**config.mk**
```make
export PLATFORM = sky130hd
export DESIGN_NAME = fp_mul_pipe
export DESIGN_NICKNAME = d
export VERILOG_FILES = /design/src/rtl/fp_mul_pipe.sv
export SDC_FILE = /design/constraint.sdc
export NUM_CORES = 1
export LEC_CHECK = 0
export BUFFER_PORTS_ARGS = -buffer_cell sky130_fd_sc_hd__buf_4
export CORE_UTILIZATION = 30
export CTS_CLUSTER_DIAMETER = 200
export CTS_CLUSTER_SIZE = 24
export DETAILED_ROUTE_END_ITERATION = 8
export PLACE_DENSITY_LB_ADDON = 0.2
export RECOVER_POWER = 50
export SYNTH_ARGS = -nofsm -noshare
export SYNTH_HDL_FRONTEND = slang
export SYNTH_SLANG_ARGS = --single-unit
```
**constraint.sdc**
```tcl
create_clock -name clk -period 14.8 [get_ports clk]
set_input_delay 4.44 -clock clk [delete_from_list [all_inputs] [get_ports clk]]
set_output_delay 4.44 -clock clk [all_outputs]
set_load 0.05 [all_outputs]
```
**src/rtl/fp_mul_pipe.sv**
```systemverilog
// Three-stage pipelined IEEE-754 binary multiplier (decode/normalise, mantissa product,
// round/encode) with a valid/ready handshake, RNE or truncation, and per-result IEEE flags.

module fp_mul_pipe #(
  parameter int unsigned EXP_W = 5,
  parameter int unsigned MAN_W = 10,
  localparam int unsigned W = 1 + EXP_W + MAN_W
) (
  input  logic         clk,
  input  logic         rst,
  input  logic         in_valid_i,
  output logic         in_ready_o,
  input  logic [W-1:0] opA_i,
  input  logic [W-1:0] opB_i,
  input  logic         rnd_i,
  output logic         out_valid_o,
  input  logic         out_ready_i,
  output logic [W-1:0] res_o,
  output logic [3:0]   flags_o
);

  localparam int ES         = EXP_W + 3;
  localparam int PW         = 2 * MAN_W + 2;
  localparam int XW         = PW + MAN_W + 3;
  localparam int BIAS       = (1 << (EXP_W - 1)) - 1;
  localparam int EMIN       = 1 - BIAS;
  localparam int EMAX_FIELD = (1 << EXP_W) - 1;
  localparam int SH_MAX     = MAN_W + 3;

  localparam logic [W-1:0] QNAN = {1'b0, {EXP_W{1'b1}}, 1'b1, {(MAN_W-1){1'b0}}};

  // Pipeline control
  logic v1_q, v2_q, v3_q;
  logic adv1, adv2, adv3;

  assign adv3        = ~v3_q | out_ready_i;
  assign adv2        = ~v2_q | adv3;
  assign adv1        = ~v1_q | adv2;
  assign in_ready_o  = adv1;
  assign out_valid_o = v3_q;

  // Stage 1: classify, normalise subnormals, add exponents
  function automatic int lead_shift(input logic [MAN_W-1:0] fr);
    int sh;
    sh = int'(MAN_W);
    for (int i = 0; i < int'(MAN_W); i++) begin
      if (fr[i]) sh = int'(MAN_W) - i;
    end
    return sh;
  endfunction

  function automatic logic [MAN_W:0] dec_mant(input logic [EXP_W-1:0] ex,
                                                input logic [MAN_W-1:0] fr);
    if (ex != '0) return {1'b1, fr};
    return {1'b0, fr} << lead_shift(fr);
  endfunction

  function automatic logic signed [ES-1:0] dec_exp(input logic [EXP_W-1:0] ex,
                                                    input logic [MAN_W-1:0] fr);
    if (ex != '0) return ES'(int'(ex) - BIAS);
    return ES'(EMIN - lead_shift(fr));
  endfunction

  logic [EXP_W-1:0] ea, eb;
  logic [MAN_W-1:0] fa, fb;
  logic             sign_d;
  logic             a_nan, b_nan, a_inf, b_inf, a_zero, b_zero;
  logic             sp_d;
  logic [W-1:0]     sp_res_d;
  logic [3:0]       sp_flags_d;

  assign ea     = opA_i[W-2 -: EXP_W];
  assign eb     = opB_i[W-2 -: EXP_W];
  assign fa     = opA_i[MAN_W-1:0];
  assign fb     = opB_i[MAN_W-1:0];
  assign sign_d = opA_i[W-1] ^ opB_i[W-1];
  assign a_nan  = (&ea) & (|fa);
  assign b_nan  = (&eb) & (|fb);
  assign a_inf  = (&ea) & ~(|fa);
  assign b_inf  = (&eb) & ~(|fb);
  assign a_zero = ~(|ea) & ~(|fa);
  assign b_zero = ~(|eb) & ~(|fb);

  always_comb begin
    sp_d       = 1'b1;
    sp_res_d   = QNAN;
    sp_flags_d = 4'b0000;
    if (a_nan | b_nan) begin
      // Only a signalling NaN (quiet bit clear) raises invalid
      sp_flags_d = {(a_nan & ~fa[MAN_W-1]) | (b_nan & ~fb[MAN_W-1]), 3'b000};
    end else if ((a_inf & b_zero) | (b_inf & a_zero)) begin
      sp_flags_d = 4'b1000;
    end else if (a_inf | b_inf) begin
      sp_res_d = {sign_d, {EXP_W{1'b1}}, {MAN_W{1'b0}}};
    end else if (a_zero | b_zero) begin
      sp_res_d = {sign_d, {(W-1){1'b0}}};
    end else begin
      sp_d = 1'b0;
    end
  end

  logic                    s1_sign, s1_rnd, s1_sp;
  logic signed [ES-1:0]    s1_e;
  logic [MAN_W:0]          s1_ma, s1_mb;
  logic [W-1:0]            s1_sp_res;
  logic [3:0]              s1_sp_flags;

  // Stage 2: mantissa product, normalised so the leading one sits at the top bit
  logic [PW-1:0]           prod;
  logic [PW-1:0]           s2_p_d;
  logic signed [ES-1:0]    s2_e_d;

  always_comb begin
    prod   = PW'(s1_ma) * PW'(s1_mb);
    s2_p_d = prod[PW-1] ? prod : (prod << 1);
    s2_e_d = prod[PW-1] ? (s1_e + ES'(1)) : s1_e;
  end

  logic                    s2_sign, s2_rnd, s2_sp;
  logic signed [ES-1:0]    s2_e;
  logic [PW-1:0]           s2_p;
  logic [W-1:0]            s2_sp_res;
  logic [3:0]              s2_sp_flags;

  // Stage 3: denormalising shift, rounding, overflow and encoding
  int               e_i, d, biased;
  logic             tiny, guard, sticky, inc, inexact;
  logic [XW-1:0]    ext;
  logic [MAN_W:0]   mant;
  logic [MAN_W+1:0] mant_r;
  logic [MAN_W-1:0] frac;
  logic [W-1:0]     res_d;
  logic [3:0]       flags_d;

  always_comb begin
    e_i    = int'(s2_e);
    tiny   = e_i < EMIN;
    d      = 0;
    if (tiny) d = ((EMIN - e_i) > SH_MAX) ? SH_MAX : (EMIN - e_i);
    ext     = {s2_p, {(MAN_W+3){1'b0}}} >> d;
    mant    = ext[XW-1 -: MAN_W+1];
    guard   = ext[XW-MAN_W-2];
    sticky  = |ext[XW-MAN_W-3:0];
    inc     = s2_rnd & guard & (sticky | mant[0]);
    inexact = guard | sticky;
    mant_r  = {1'b0, mant} + {{(MAN_W+1){1'b0}}, inc};
    biased  = tiny ? 0 : (e_i + BIAS);
    frac    = mant_r[MAN_W-1:0];
    if (mant_r[MAN_W+1]) begin
      biased = biased + 1;
      frac   = mant_r[MAN_W:1];
    end else if (tiny) begin
      // A subnormal that rounds up into the hidden bit becomes the smallest normal
      biased = mant_r[MAN_W] ? 1 : 0;
    end
    res_d   = {s2_sign, EXP_W'(biased), frac};
    flags_d = {2'b00, tiny & inexact, inexact};
    if (!tiny && biased >= EMAX_FIELD) begin
      res_d   = s2_rnd ? {s2_sign, {EXP_W{1'b1}}, {MAN_W{1'b0}}}
                       : {s2_sign, {(EXP_W-1){1'b1}}, 1'b0, {MAN_W{1'b1}}};
      flags_d = 4'b0101;
    end
    if (s2_sp) begin
      res_d   = s2_sp_res;
      flags_d = s2_sp_flags;
    end
  end

  logic [W-1:0] res_q;
  logic [3:0]   flags_q;

  assign res_o   = res_q;
  assign flags_o = flags_q;

  always_ff @(posedge clk or posedge rst) begin
    if (rst) begin
      v1_q        <= 1'b0;
      v2_q        <= 1'b0;
      v3_q        <= 1'b0;
      s1_sign     <= 1'b0;
      s1_rnd      <= 1'b0;
      s1_sp       <= 1'b0;
      s1_e        <= '0;
      s1_ma       <= '0;
      s1_mb       <= '0;
      s1_sp_res   <= '0;
      s1_sp_flags <= '0;
      s2_sign     <= 1'b0;
      s2_rnd      <= 1'b0;
      s2_sp       <= 1'b0;
      s2_e        <= '0;
      s2_p        <= '0;
      s2_sp_res   <= '0;
      s2_sp_flags <= '0;
      res_q       <= '0;
      flags_q     <= '0;
    end else begin
      if (adv1) begin
        v1_q        <= in_valid_i;
        s1_sign     <= sign_d;
        s1_rnd      <= rnd_i;
        s1_sp       <= sp_d;
        s1_e        <= dec_exp(ea, fa) + dec_exp(eb, fb);
        s1_ma       <= dec_mant(ea, fa);
        s1_mb       <= dec_mant(eb, fb);
        s1_sp_res   <= sp_res_d;
        s1_sp_flags <= sp_flags_d;
      end
      if (adv2) begin
        v2_q        <= v1_q;
        s2_sign     <= s1_sign;
        s2_rnd      <= s1_rnd;
        s2_sp       <= s1_sp;
        s2_e        <= s2_e_d;
        s2_p        <= s2_p_d;
        s2_sp_res   <= s1_sp_res;
        s2_sp_flags <= s1_sp_flags;
      end
      if (adv3) begin
        v3_q    <= v2_q;
        res_q   <= res_d;
        flags_q <= flags_d;
      end
    end
  end

endmodule

```
---- After elaboration in Yosys (flattened, before gate mapping) ----
Cells that the tools add are included.
cells by class
  $lt $le $gt $ge ......................... 3
  bitwise gates (word level) .............. 33
  shifts and indexed selects .............. 3
  multipliers ............................. 1
  add/sub/neg operators ................... 10
  reduce and logical (&&, ||, !) cells .... 11
  muxes and demuxes ....................... 60
operators by type and width
  cell                     number
  $mux W32                 24
  $mux W16                 5
  $shl A10 B32 Y11         2
  $mux W8                  7
  $mux W11                 5
  $shr A35 B32 Y35         1
  $add A32 B2 Y32 const B  1
  $ge A32 B6 Y1 const B    1
  $gt A32 B5 Y1 const B    1
  $reduce_or A23 Y1        1
  $mul A11 B11 Y22         1
  $mux W22                 1
  $reduce_or A10 Y1        2
  $sub A5 B8 Y8 const A    2
  $mux W15                 1
  $and A1 B1 Y1            13
  $add A11 B1 Y12          1
  $mux W4                  3
  $sub A5 B4 Y6 const B    2
  $mux W10                 1
  $or A1 B1 Y1             10
  $reduce_and A5 Y1        2
  $reduce_bool A5 Y1       2
  $reduce_or A5 Y1         2
  12 further kinds         30
word-level totals
  output and inout bits ................... 22
  word-level logic and storage cells ...... 141
  register bits after elaboration ......... 129
  input bits .............................. 37

---- Depth between registers and ports, before layout ----
Gate-level depths: netlist of the first run.
  depth in word-level cells ............... 16
  mapped depth ............................ 26
  gate-level depth less buffers ........... 24

---- Worst setup path after synthesis of the first run ----
OpenSTA, ideal clock, no wires.
  kind .................................... in2out
  start ................................... in out_ready_i
  end ..................................... out in_ready_o
  setup slack ............................. 4.533 ns
  stages .................................. 6
  arrival time ............................ 5.827 ns
  required time ........................... 10.360 ns
  path buffers ............................ 3
  cell sequence ........................... nor2b_1 -> and3_1 -> clkbuf_1 -> inv_1 -> clkbuf_1 -> buf_1
between the ends
  longest elaborated chain between the ends .. 3
RTL lines
  element             RTL line  source
  start: declaration  17        input logic out_ready_i,
  $or A1 B1 Y1        36        assign adv3 = ~v3_q | out_ready_i;
  $or A1 B1 Y1        37        assign adv2 = ~v2_q | adv3;
  $or A1 B1 Y1        38        assign adv1 = ~v1_q | adv2;
  end: declaration    12        output logic in_ready_o,
Every way passes these cells.

---- Worst setup path in the final report of the first run ----
Same ends and word-level chain as after synthesis.

==> results of run 1 <==
==> state kept, by name, summed over array words and instances, names as in the netlist <==
signal,cells
s2_sp_res,3
s1_e,8
s1_sp,1
s2_sp,1
s2_sp_flags,1
res_o,16
s1_sp_flags,1
s2_e,8
v2_q,1
s2_rnd,1
s1_sp_res,3
v1_q,1
s1_mb,11
out_valid_o,1
flags_o,4
s1_rnd,1
s1_ma,11
s2_p,22
s1_sign,1
s2_sign,1
==> worst min path at each step <==
| stage | from | end | slack [ns] |
|---|---|---|---|
| 2_1_floorplan | v1_q$_DFFE_PP0P_ | v2_q$_DFFE_PP0P_ | 0.43 |
| 3_3_place_gp | v1_q$_DFFE_PP0P_ | v2_q$_DFFE_PP0P_ | 0.44 |
| 3_5_place_dp | v1_q$_DFFE_PP0P_ | v2_q$_DFFE_PP0P_ | 0.45 |
| 4_1_cts | v1_q$_DFFE_PP0P_ | v2_q$_DFFE_PP0P_ | 0.47 |
| 5_1_grt | v1_q$_DFFE_PP0P_ | v2_q$_DFFE_PP0P_ | 0.49 |
| 6_report | v1_q$_DFFE_PP0P_ | v2_q$_DFFE_PP0P_ | 0.47 |
==> area by class of cell <==
| cell class | instances | area, µm² | share of cell area |
|---|---|---|---|
| Sequential cell | 97 | 2430 | 0.193 |
| Clock inverter | 7 | 81.3 | 0.00646 |
| Inverter | 124 | 467 | 0.0371 |
| Clock buffer | 9 | 225 | 0.0179 |
| Tap cell | 511 | 639 | 0.0508 |
| Multi-Input combinational cell | 1094 | 8330 | 0.662 |
| Timing Repair Buffer | 67 | 417 | 0.0331 |
==> critical path: stages <==
cell and delay [ns]:
clkbuf_4 0.11, nor2b_2 0.09, clkbuf_1 0.93, and3_1 0.28
buf_4 0.34, inv_1 0.11, buf_4 0.21
==> stage by stage <==
step / cell area [µm²] / std cells
floorplan: 11500 / 1394
global placement: 12400 / 1893
detailed placement: 12400 / 1893
CTS: 12700 / 1909
global route: 12600 / 1909
finish: 12600 / 1909
==> layout by cell type (no fill, tap or decap), types with 6 or more instances in the layout <==
cell	instances
nand2_1	175
nor2_1	147
inv_1	122
dfrtp_1	97
ha_1	89
fa_1	81
a21oi_1	79
and2_1	56
o21ai_0	54
mux2i_1	44
buf_4	42
nand3_1	33
nor3_1	33
xnor2_1	30
clkbuf_1	23
xor2_1	21
nor4_1	21
a31oi_1	14
mux2_2	13
nand4_1	13
a211oi_1	13
nor2b_1	12
o31ai_1	10
a21o_1	9
and3_1	9
o21ai_1	9
clkbuf_16	9
a221oi_1	8
o211ai_1	7
nand2b_1	7
or3_1	6
==> kinds of logic after synthesis <==
family | after synthesis | share of synthesized area
flip-flops | 97 | 0.210
adder cells (fa/ha/maj) | 170 | 0.237
AND/OR/NAND/NOR | 533 | 0.218
AO/OA/AOI/OAI | 278 | 0.167
XOR/XNOR | 52 | 0.0395
multiplexers | 61 | 0.0579
buffers and inverters | 203 | 0.0696
==> routing by layer <==
layer | share of wire | wire length (µm) | GRT usage | vias up
met5 | 0 | 0 | 0 | -
met4 | 0.010 | 301 | 0.0313 | 0
met3 | 0.023 | 673 | 0.0138 | 15
met2 | 0.46 | 13700 | 0.259 | 161
met1 | 0.50 | 14900 | 0.227 | 4714
li1 | - | - | - | 4781
==> impl_metrics.yaml, run 1 <==
outcome:
  status: "finished, violations left"
  violations: "max-capacitance violations, max-slew violations"
critical_path:
  endpoint: "in_ready_o"
  rrSetupSlack_ns: 7.95
  r2r-end: "s2_p[7]$_DFFE_PP0P_"
  cp-start-kind: "input pin"
  end_kind: "output port"
  cp_max_fo: 37
  reg2regPathDepth: 24
  path_class: "in2out"
  required_ns: 10.36
  worstSetupStartpoint: "out_ready_i"
  worstReg2RegStart: "s1_ma[0]$_DFFE_PP0P_"
  worst_ep_arrival_time_ns: 6.54
finish:
  fillCellCount: 4017
  area_delta_synth_final_pct: 9.09
  num-nets-final: 1600
  fin_util: 0.333
  layout-drive-gt1-share: 0.0801
  antennaDiodeCount: 0
logic_synthesis:
  async_reset_ff_frac: 1.00
  synth_most_common_cell: "nand2_1"
  synth_cell_types: 83
  synth_nets: 1601
  syn-cell-area_um2: 11500
  yosys.area.top_type: "dfrtp_1"
  yosysWarnings: 0
  ys_seq_elements: 97
  ys_seq_area_frac: 0.210
  netlist.area_leader.share: 0.210
  synth_cells: 1394
  yosys-top-cells-count: "nand2_1, nor2_1, inv_1"
  syn_area_per_cell_um2: 8.28
  synth-edff-count: 0
  synth_area_leaders: "dfrtp_1, fa_1, ha_1"
  synth_flop_cell: "dfrtp_1"
global_routing:
  grt_pass1_wl_mm: 50.5
  grtUsageTotal: 0.158
  grt_max_degree: 66
  grt_overflow: 0
  grt_pass1_vias: 9635
  antenna_found_initial: 0
timing:
  fmax_mhz: 91.1
  slew_viol_final: 100
  hold_ws_ns: 0.469
  slew_headroom: -0.958
  fin_crit_sh: 0.742
  tightest_slew_ns: 2.94
  layout_setup_ws_ns: 3.82
  fin_crit_ns: 10.98
  finalClockSkew_ns: 0.0176
  rsz0062_at_grt: "false"
  setup_viol: 0
  fin_tns_setup_ns: 0
  hold_violations: 0
route:
  wl_per_cell_um: 15.4
  drt_first_pass_iters: 5
  drtAntennaViolNets: 0
  drcViolationCount: 0
  viasPerCell: 5.07
  routed_wl_mm: 29.5
  drt-initial-drc-count: 591
  num_vias: 9671
die:
  die_w_um: 198
  num_rows: 71
  fp.dieH_um: 198
  coreArea_um2: 37800
  die_area_um2: 39200
  io_pins: 59
  initial_utilization: 0.306
cts:
  cts_hold_buf: 0
  cts_max_path_buffers: 2
  cts_tree: "built"
  cts_resized: 0
  cts_max_level: 3
  root_buffer: "clkbuf_16"
  insertion_delay_ns: 0.36
  cts_made_buffers: 9
  path_clk_slew_ns: 0.08
  cts_setup_buffers: 0
  cts.sinks: 97
worst_hold_path:
  hold_path_depth: 1
  worstHoldPathType: "reg2reg"
place:
  place_ws_ns: 4.54
  portBuffers: 58
  gp_congestion: 0.909
  hpwl_mm: 23.2
job:
  drv_cap: 2
Power of run 1 is left out: the tool's default activity adds up to more than one toggle a clock period on the data nets, which glitch-free logic cannot reach.
==> inputs of run 2 (changes only) <==
- ABC_AREA: unset -> 1
- clock period: 14.8 -> 10.6 ns (I/O delays scaled with it)
==> run 2 against run 1 <==
  * The run still ends with max-capacitance violations, max-slew violations left
  * Cell count rose by 16%
  * Synthesized cell count rose by 21%
  * Critical path depth rose by 6
  * Register-to-register slack got worse by 4.4 ns
  * Global-route usage barely moved
  * Highest routed layer unchanged
  * Critical endpoint unchanged
==> impl_metrics.yaml, run 2 <==
logic_synthesis:
  yosys-top-cells-count: "nand2_1, inv_1, o21ai_0"
  async_reset_ff_frac: 1.00
  syn_area_per_cell_um2: 6.92
  synth_most_common_cell: "nand2_1"
  synth_nets: 1896
  synth_cell_types: 54
  synth_cells: 1689
  ys_seq_elements: 97
  synth_area_leaders: "dfrtp_1, nand2_1, fa_1"
  syn-cell-area_um2: 11700
  yosysWarnings: 0
  yosys.area.top_type: "dfrtp_1"
  synth-edff-count: 0
  synth_flop_cell: "dfrtp_1"
  ys_seq_area_frac: 0.208
  netlist.area_leader.share: 0.208
route:
  wl_per_cell_um: 13.3
  viasPerCell: 4.69
  drtAntennaViolNets: 0
  drt-initial-drc-count: 506
  routed_wl_mm: 29.5
  drt_first_pass_iters: 7
  drcViolationCount: 0
  num_vias: 10400
timing:
  slew_viol_final: 69
  fmax_mhz: 112
  fin_tns_setup_ns: 0
  slew_headroom: -1.45
  setup_viol: 0
  rsz0062_at_grt: "false"
  hold_violations: 0
  fin_crit_sh: 0.843
  finalClockSkew_ns: 0.0136
  fin_crit_ns: 8.94
  tightest_slew_ns: 3.68
place:
  hpwl_mm: 23.9
  portBuffers: 58
  gp_congestion: 0.870
die:
  initial_utilization: 0.308
  num_rows: 71
  io_pins: 59
  fp.dieH_um: 199
  coreArea_um2: 38000
  die_w_um: 199
  die_area_um2: 39800
critical_path:
  worst_ep_arrival_time_ns: 5.76
  cp_common_cell: "buf_4"
  cp-start-kind: "input pin"
  crit_slowest_cell: "buf_4"
  rrSetupSlack_ns: 3.51
  reg2regPathDepth: 25
  worstSetupStartpoint: "out_ready_i"
  max_stage_delay_ns: 0.37
  r2r-end: "s2_p[3]$_DFFE_PP0P_"
  end_kind: "output port"
  required_ns: 7.42
  path_class: "in2out"
  path_cells: "clkbuf_4 -> nor2_1 -> buf_4 -> inv_1 -> nor2_2 -> buf_4 -> clkinv_1 -> buf_4 -> nor2_1 -> buf_4 -> clkinv_1 -> buf_4 -> buf_4"
  cp_max_fo: 51
  worstReg2RegStart: "s1_ma[0]$_DFFE_PP0P_"
finish:
  layout-drive-gt1-share: 0.0594
  largest_reg_flops: 22
  final_common_cell: "nand2_1"
  area_delta_synth_final_pct: 8.81
  regMostFlops: "s2_p"
  num-nets-final: 1901
  final_cell_mix: "nand2_1, inv_1, o21ai_0"
  fillCellCount: 4198
  antennaDiodeCount: 0
cts:
  insertion_delay_ns: 0.36
  cts_hold_buf: 0
  cts_resized: 0
  cts_max_level: 3
  root_buffer: "clkbuf_16"
  cts_max_path_buffers: 2
  cts_setup_buffers: 0
  cts_made_buffers: 9
  path_clk_slew_ns: 0.09
  cts.sinks: 97
  cts_tree: "built"
worst_hold_path:
  worstHoldPathType: "reg2reg"
  hold_path_depth: 2
  min_to: "v2_q$_DFFE_PP0P_"
  hold_start: "v1_q$_DFFE_PP0P_"
global_routing:
  grt_overflow: 0
  grtUsageTotal: 0.159
  grt_max_degree: 69
  antenna_found_initial: 0
  grt_pass1_wl_mm: 51.7
  grt_pass1_vias: 10600
outcome:
  violations: "max-capacitance violations, max-slew violations"
  status: "finished, violations left"
job:
  drv_cap: 1
[run 2: changes by cell type after synthesis, sizes merged, moves of 34 or more]
cell / delta
a21oi: -34
and2: -55
inv: +159
mux2i: -46
nand2: +324
nand3: +74
nor2: -41
o21ai: +61
[run 2: cell families (layout without fill, tap and decap cells)]
logic type / after synthesis / in the layout / share of synthesized area
xor+xnor: 43 / 43 / 0.0322
buf+inv: 357 / 367 / 0.121
flops: 97 / 97 / 0.208
fa+ha+maj: 170 / 170 / 0.234
simple gates: 775 / 775 / 0.284
compound gates: 247 / 247 / 0.121
[run 2: cell type report]
type / instances / area, µm² / area share
Multi-Input combinational cell: 1235 / 7860 / 0.618
Timing Repair Buffer: 66 / 413 / 0.0324
Clock inverter: 7 / 86.3 / 0.00678
Sequential cell: 97 / 2430 / 0.191
Clock buffer: 9 / 225 / 0.0177
Tap cell: 511 / 639 / 0.0502
Inverter: 285 / 1080 / 0.0845
[run 2: per-layer routing]
metal  up-vias  routed length [µm]  share of wire  global-route usage
li1       5387                   -              -                   -
met3        25                 667          0.023              0.0142
met1      4804               14800           0.50               0.221
met2       138               13700           0.46               0.266
met4         0                 350          0.012              0.0353
met5         -                   0              0                   0
[run 2: worst max-delay path: cells and delay by family]
family,cells,cell delay [ns]
buf+inv,10,2.23
simple gates,3,0.33
[run 2: worst max-delay path by stage]
stage | to | slack (ns) | depth (start not counted)
after floorplan | in_ready_o | 2.36 | 7
after global placement | in_ready_o | 1.63 | 13
after detailed placement | in_ready_o | 1.66 | 13
after CTS | in_ready_o | 1.65 | 13
after global routing | in_ready_o | 1.40 | 13
final | in_ready_o | 1.66 | 13
[run 2: through the flow]
step | hold WS, ns | util | instances | cell area (µm²) | setup slack [ns]
detailed placement | 0.445 | 0.329 | 2194 | 12500 | 1.66
global placement | 0.447 | 0.329 | 2194 | 12500 | 1.63
finish | 0.464 | 0.335 | 2210 | 12700 | 1.66
floorplan | 0.423 | - | 1689 | 11700 | 2.36
CTS | 0.465 | 0.337 | 2210 | 12800 | 1.65
global route | 0.502 | 0.335 | 2210 | 12700 | 1.40
Power of run 2 is left out for the same reason.
